**src/rtl/vit_pkg.sv**
```systemverilog
// Shared Viterbi constants and saturating metric arithmetic used by the ACS datapath.
package vit_pkg;
  localparam int WIDTH_BM = 9;
  localparam int K        = 7;
  localparam int N        = 2 ** (K - 1);
  localparam int INIT_LOW = -128;

  typedef logic signed [WIDTH_BM-1:0] metric_t;

  // Clamp x into the signed range of a w-bit metric.
  function automatic int sat_metric(input int x, input int w);
    int hi;
    int lo;
    hi = (1 << (w - 1)) - 1;
    lo = -(1 << (w - 1));
    if (x > hi) return hi;
    if (x < lo) return lo;
    return x;
  endfunction
endpackage

```
**src/rtl/acs_butterfly.sv**
```systemverilog
// One radix-2 add-compare-select butterfly; ties resolve to the cand0 path.
module acs_butterfly
  import vit_pkg::*;
#(
  parameter int W      = WIDTH_BM,
  parameter int THRESH = 2 ** (WIDTH_BM - 2)
) (
  input  logic [W-1:0] pm_a_i,
  input  logic [W-1:0] pm_b_i,
  input  logic [W-1:0] bm_i,
  input  logic         norm_i,
  output logic [W-1:0] pm_lo_o,
  output logic [W-1:0] pm_hi_o,
  output logic         dec_lo_o,
  output logic         dec_hi_o
);
  int a, b, bm, lo0, lo1, hi0, hi1;

  always_comb begin
    a  = int'($signed(pm_a_i));
    b  = int'($signed(pm_b_i));
    bm = int'($signed(bm_i));
    if (norm_i) begin
      a = sat_metric(a - THRESH, W);
      b = sat_metric(b - THRESH, W);
    end
    lo0      = sat_metric(a + bm, W);
    lo1      = sat_metric(b - bm, W);
    hi0      = sat_metric(a - bm, W);
    hi1      = sat_metric(b + bm, W);
    dec_lo_o = (lo1 > lo0);
    dec_hi_o = (hi1 > hi0);
    pm_lo_o  = W'(dec_lo_o ? lo1 : lo0);
    pm_hi_o  = W'(dec_hi_o ? hi1 : hi0);
  end
endmodule

```
**src/rtl/acs_array.sv**
```systemverilog
// Add-compare-select array: ping-pong path-metric banks, P butterflies per beat,
// per-step survivor vector and best-state tracking with automatic renormalisation.
//   state   | meaning
//   ST_IDLE | not accepting branch metrics
//   ST_RUN  | accepting one butterfly group per valid beat
module acs_array #(
  parameter int  WIDTH_BM    = vit_pkg::WIDTH_BM,
  parameter int  K           = vit_pkg::K,
  parameter int  P           = 8,
  parameter int  INIT_LOW    = vit_pkg::INIT_LOW,
  parameter int  NORM_THRESH = 2 ** (WIDTH_BM - 2),
  localparam int N           = 2 ** (K - 1),
  localparam int G           = N / (2 * P),
  localparam int GW          = (G > 1) ? $clog2(G) : 1,
  localparam int SW          = K - 1
) (
  input  logic                  clk_i,
  input  logic                  rst_sync_i,
  input  logic                  en_i,
  input  logic                  start_i,
  input  logic                  tail_biting_en_i,
  input  logic [P*WIDTH_BM-1:0] bm_i,
  input  logic                  bm_valid_i,
  output logic                  bm_ready_o,
  output logic [GW-1:0]         bfly_idx_o,
  output logic [N-1:0]          dec_o,
  output logic                  dec_valid_o,
  output logic [SW-1:0]         best_state_o,
  output logic [WIDTH_BM-1:0]   best_pm_o
);
  localparam logic ST_IDLE = 1'b0;
  localparam logic ST_RUN  = 1'b1;

  logic                       state_q, state_d;
  logic [GW-1:0]              grp_q, grp_d;
  logic                       rd_sel_q;
  logic                       norm_q;
  logic [WIDTH_BM-1:0]        bank_q [2][N];
  logic [N-1:0]               dec_acc_q, dec_q, dec_step;
  logic                       dec_valid_q;
  logic [SW-1:0]              best_state_q, run_state_q, step_state;
  logic signed [WIDTH_BM-1:0] best_pm_q, run_pm_q, step_pm;
  logic                       beat, grp_last;

  logic [SW-1:0]       lo_idx [P];
  logic [SW-1:0]       hi_idx [P];
  logic [WIDTH_BM-1:0] new_lo [P];
  logic [WIDTH_BM-1:0] new_hi [P];
  logic                dec_lo [P];
  logic                dec_hi [P];

  assign beat     = en_i && !start_i && (state_q == ST_RUN) && bm_valid_i;
  assign grp_last = (int'(grp_q) == G - 1);

  for (genvar j = 0; j < P; j++) begin : g_lane
    logic [SW-1:0] a_idx;
    assign lo_idx[j] = SW'(int'(grp_q) * P + j);
    assign hi_idx[j] = SW'(int'(grp_q) * P + j + N / 2);
    assign a_idx     = SW'(2 * (int'(grp_q) * P + j));

    acs_butterfly #(.W(WIDTH_BM), .THRESH(NORM_THRESH)) u_bfly (
      .pm_a_i  (bank_q[rd_sel_q][a_idx]),
      .pm_b_i  (bank_q[rd_sel_q][a_idx | SW'(1)]),
      .bm_i    (bm_i[j*WIDTH_BM +: WIDTH_BM]),
      .norm_i  (norm_q),
      .pm_lo_o (new_lo[j]),
      .pm_hi_o (new_hi[j]),
      .dec_lo_o(dec_lo[j]),
      .dec_hi_o(dec_hi[j])
    );
  end

  // New-state indices are not monotonic across groups, so ties compare indices explicitly.
  always_comb begin
    step_pm    = $signed(new_lo[0]);
    step_state = lo_idx[0];
    dec_step   = dec_acc_q;
    for (int j = 0; j < P; j++) begin
      dec_step[lo_idx[j]] = dec_lo[j];
      dec_step[hi_idx[j]] = dec_hi[j];
      if ($signed(new_lo[j]) > step_pm ||
          ($signed(new_lo[j]) == step_pm && lo_idx[j] < step_state)) begin
        step_pm    = $signed(new_lo[j]);
        step_state = lo_idx[j];
      end
      if ($signed(new_hi[j]) > step_pm ||
          ($signed(new_hi[j]) == step_pm && hi_idx[j] < step_state)) begin
        step_pm    = $signed(new_hi[j]);
        step_state = hi_idx[j];
      end
    end
    if (grp_q != '0 && (run_pm_q > step_pm ||
                        (run_pm_q == step_pm && run_state_q < step_state))) begin
      step_pm    = run_pm_q;
      step_state = run_state_q;
    end
  end

  always_comb begin
    state_d = state_q;
    grp_d   = grp_q;
    if (!en_i) begin
      state_d = ST_IDLE;
      grp_d   = '0;
    end else if (start_i) begin
      state_d = ST_RUN;
      grp_d   = '0;
    end else if (beat) begin
      grp_d = grp_last ? '0 : grp_q + GW'(1);
    end
  end

  always_ff @(posedge clk_i) begin
    if (rst_sync_i) begin
      state_q      <= ST_IDLE;
      grp_q        <= '0;
      rd_sel_q     <= 1'b0;
      norm_q       <= 1'b0;
      dec_acc_q    <= '0;
      dec_q        <= '0;
      dec_valid_q  <= 1'b0;
      best_state_q <= '0;
      best_pm_q    <= '0;
      run_state_q  <= '0;
      run_pm_q     <= '0;
      for (int s = 0; s < N; s++) begin
        bank_q[0][s] <= '0;
        bank_q[1][s] <= '0;
      end
    end else begin
      state_q     <= state_d;
      grp_q       <= grp_d;
      dec_valid_q <= 1'b0;
      if (!en_i) begin
        dec_q        <= '0;
        best_state_q <= '0;
        best_pm_q    <= '0;
      end else if (start_i) begin
        norm_q <= 1'b0;
        for (int s = 0; s < N; s++)
          bank_q[rd_sel_q][s] <= (tail_biting_en_i || s == 0) ? '0 : WIDTH_BM'(INIT_LOW);
      end else if (beat) begin
        dec_acc_q   <= dec_step;
        run_pm_q    <= step_pm;
        run_state_q <= step_state;
        for (int j = 0; j < P; j++) begin
          bank_q[~rd_sel_q][lo_idx[j]] <= new_lo[j];
          bank_q[~rd_sel_q][hi_idx[j]] <= new_hi[j];
        end
        if (grp_last) begin
          rd_sel_q     <= ~rd_sel_q;
          dec_q        <= dec_step;
          dec_valid_q  <= 1'b1;
          best_state_q <= step_state;
          best_pm_q    <= step_pm;
          norm_q       <= (int'(step_pm) >= NORM_THRESH);
        end
      end
    end
  end

  assign bm_ready_o   = (state_q == ST_RUN);
  assign bfly_idx_o   = grp_q;
  assign dec_o        = dec_q;
  assign dec_valid_o  = dec_valid_q;
  assign best_state_o = best_state_q;
  assign best_pm_o    = best_pm_q;
endmodule

```
**config.mk**
```make
export PLATFORM = sky130hd
export DESIGN_NAME = acs_array
export DESIGN_NICKNAME = d
export VERILOG_FILES = /design/src/rtl/vit_pkg.sv /design/src/rtl/acs_butterfly.sv /design/src/rtl/acs_array.sv
export SDC_FILE = /design/constraint.sdc
export NUM_CORES = 2
export LEC_CHECK = 0
export ABC_AREA = 1
export BUFFER_PORTS_ARGS = -buffer_cell sky130_fd_sc_hd__buf_2
export CAP_MARGIN = 15
export CORE_MARGIN = 1.5
export CORE_UTILIZATION = 35
export DETAILED_ROUTE_END_ITERATION = 10
export HOLD_SLACK_MARGIN = 0.08
export SYNTH_ARGS = -nofsm -noshare
export SYNTH_HDL_FRONTEND = slang
export SYNTH_SLANG_ARGS = --single-unit
```
**constraint.sdc**
```tcl
create_clock -name clk_i -period 68.3 [get_ports clk_i]
set_clock_uncertainty 0.2 [all_clocks]
set_input_delay 20.49 -clock clk_i [delete_from_list [all_inputs] [get_ports clk_i]]
set_output_delay 20.49 -clock clk_i [all_outputs]
set_load 0.05 [all_outputs]
```
==> impl_metrics.toml <==
[clock_tree]
htree_levels = 4
clockRootBuffer = "clkbuf_16"
cts-resized-gates = 0
cts_tree = "yes"
holdBufCountCts = 0
clk_latency_ns = 0.83
postCtsSetupBuffers = 0
cts_sinks = 1301
numCtsBuffers = 149
clock_path_buffers = 3
clk_pin_slew_worst_paths_ns = 0.06

[worst_hold_path]
hp-class = "register to register"
holdPathStages = 2

[floorplan]
core-area_um2 = 312000
dieArea_um2 = 317000
fp-row-count = 205
ios = 161
die_y_um = 563
fp.dieW_um = 563
initial_core_util = 0.352

[synth]
synth_most_common_cell = "nand2_1"
ys_top_cells_by_area = "edfxtp_1 (32%), ha_1 (12%), o21ai_0 (8.6%)"
syn-num-nets = 15500
synth.top_cell.area_share = 0.315
yosysWarnings = 0
ys.flop_type = "edfxtp_1"
synth_top_area_cell = "edfxtp_1"
synth_area_um2 = 110000
synth_edf_count = 1152
ys_types = 79
syn_area_per_cell_um2 = 7.81
netlist_instances = 14100
async_flop_share = 0
synth.top_cells.by_count = "nand2_1 (2151), nor2_1 (1979), o21ai_0 (1881)"
seq_area_frac_synth = 0.342
ys_seq_elements = 1301

[timing]
tns_ns = 0
post-route-min-period_ns = 60.02
hold_violations = 0
worstMarginPinSlew_ns = 1.28
setup_viol_count_final = 0
post-route-period-util = 0.879
slew_violations = 0
rsz0062_at_grt = "false"
relSlewSlack = 0.143
fmax_mhz = 16.7

[worst_setup_path]
worst_ep_arrival_time_ns = 60.50
end_kind = "register"
worstPathMaxFanout = 29
slowest_delay_ns = 0.61
path_buf_inv = 41
cp_common_cell = "nand2_1"
ff2ff_path_depth = 226
critical_path_required_ns = 68.79
worst-path-stages = 219
critPathLaunchType = "input port"
slowest_stage = "clkinv_1"
crit_type = "input port to register"
crit_family = "simple AND/OR/NAND/NOR gates"

[job]
drv_cap = 0

[drt]
num_vias = 103000
drt_pass1_iterations = 6
ant_nets = 0
wirelength_um = 440000
avgRoutedWirePerCell_um = 24.3
routed_via_density = 5.69
drt_iter0_drc = 11500
drc_errors = 0

[finish]
fin_nets = 15300
drive_above_1_share = 0.0628
area_growth_pct = 8.98

[placed_design]
io_buffers = 160
dp_hpwl_um = 318000
gp_congestion = 0.962

[global_routing]
grt_usage = 0.270
grt-ovfl-total = 0
grt_max_degree = 148
grt_first_pass_wirelength_um = 641000
antenna_found_initial = 57
grt_pass1_vias = 97000

[run_status]
status = "finished clean"
==> final cells by class <==
cell class	count	area [um2]
Fill cell	32400	192000
Multi-Input combinational cell	10600	64200
Sequential cell	1301	37600
Inverter	1403	5310
Tap cell	4140	5180
Clock buffer	187	3960
Timing Repair Buffer	389	2580
Clock inverter	75	783
Antenna cell	15	37.5
==> stage by stage <==
stage	util	hold slack [ns]	cells	setup WS, ns	area, um2
after global routing	0.384	0.296	18100	4.63	120000
after global placement	0.368	0.259	17800	8.83	115000
after detailed placement	0.368	0.257	17800	8.48	115000
final	0.384	0.279	18100	8.28	120000
after floorplan	-	0.263	14100	17.75	110000
after CTS	0.383	0.275	18100	9.19	120000
==> final timing paths <==
kind / startpoint / end / slack [ns]
hold reg to reg: best_pm_o[7] / best_pm_o[7] / 0.28
hold / removal: best_pm_o[7] / best_pm_o[7] / 0.28
setup / recovery: bm_i[8] / best_state_o[2] / 8.28
setup reg to reg: register / best_state_o[2] / 24.90
==> layout by cell type, fill, tap and decap left out, types with 210 or more instances in the layout <==
| cell | count |
|---|---|
| a21oi_1 | 1071 |
| buf_4 | 224 |
| edfxtp_1 | 1152 |
| fa_1 | 302 |
| ha_1 | 1040 |
| inv_1 | 1332 |
| nand2_1 | 2141 |
| nand3_1 | 422 |
| nand4_1 | 210 |
| nor2_1 | 1970 |
| o21ai_0 | 1851 |
==> tightest hold or removal path: cells and delay by family (launching register included) <==
kind             cells  cell delay, ns
flip-flops           1            0.31
AND/OR/NAND/NOR      1            0.06
AO/OA/AOI/OAI        1            0.06
==> layer usage <==
layer,share of wire,track usage,vias to the layer above
met3,0.10,0.0581,814
met2,0.43,0.413,4977
li1,-,-,48000
met1,0.42,0.361,49300
met4,0.054,0.129,24
met5,0.00033,0,-
==> kinds of logic after synthesis <==
family,share of synthesized area
buffers and inverters,0.0749
adder cells (fa/ha/maj),0.174
AND/OR/NAND/NOR,0.201
AO/OA/AOI/OAI,0.193
flip-flops,0.342
XOR/XNOR,0.0153
==> state kept, by name (all words and copies together), names as in the netlist, named ones only <==
signal        cells
run_pm_q          9
best_pm_o         9
dec_valid_o       1
run_state_q       6
bank_q         1152
dec_acc_q        48
bfly_idx_o        2
bm_ready_o        1
best_state_o      6
norm_q            1
rd_sel_q          1
dec_o            64
Power is not shown: default switching activity piles up to over one toggle a cycle in this logic, so the estimate is an artifact.
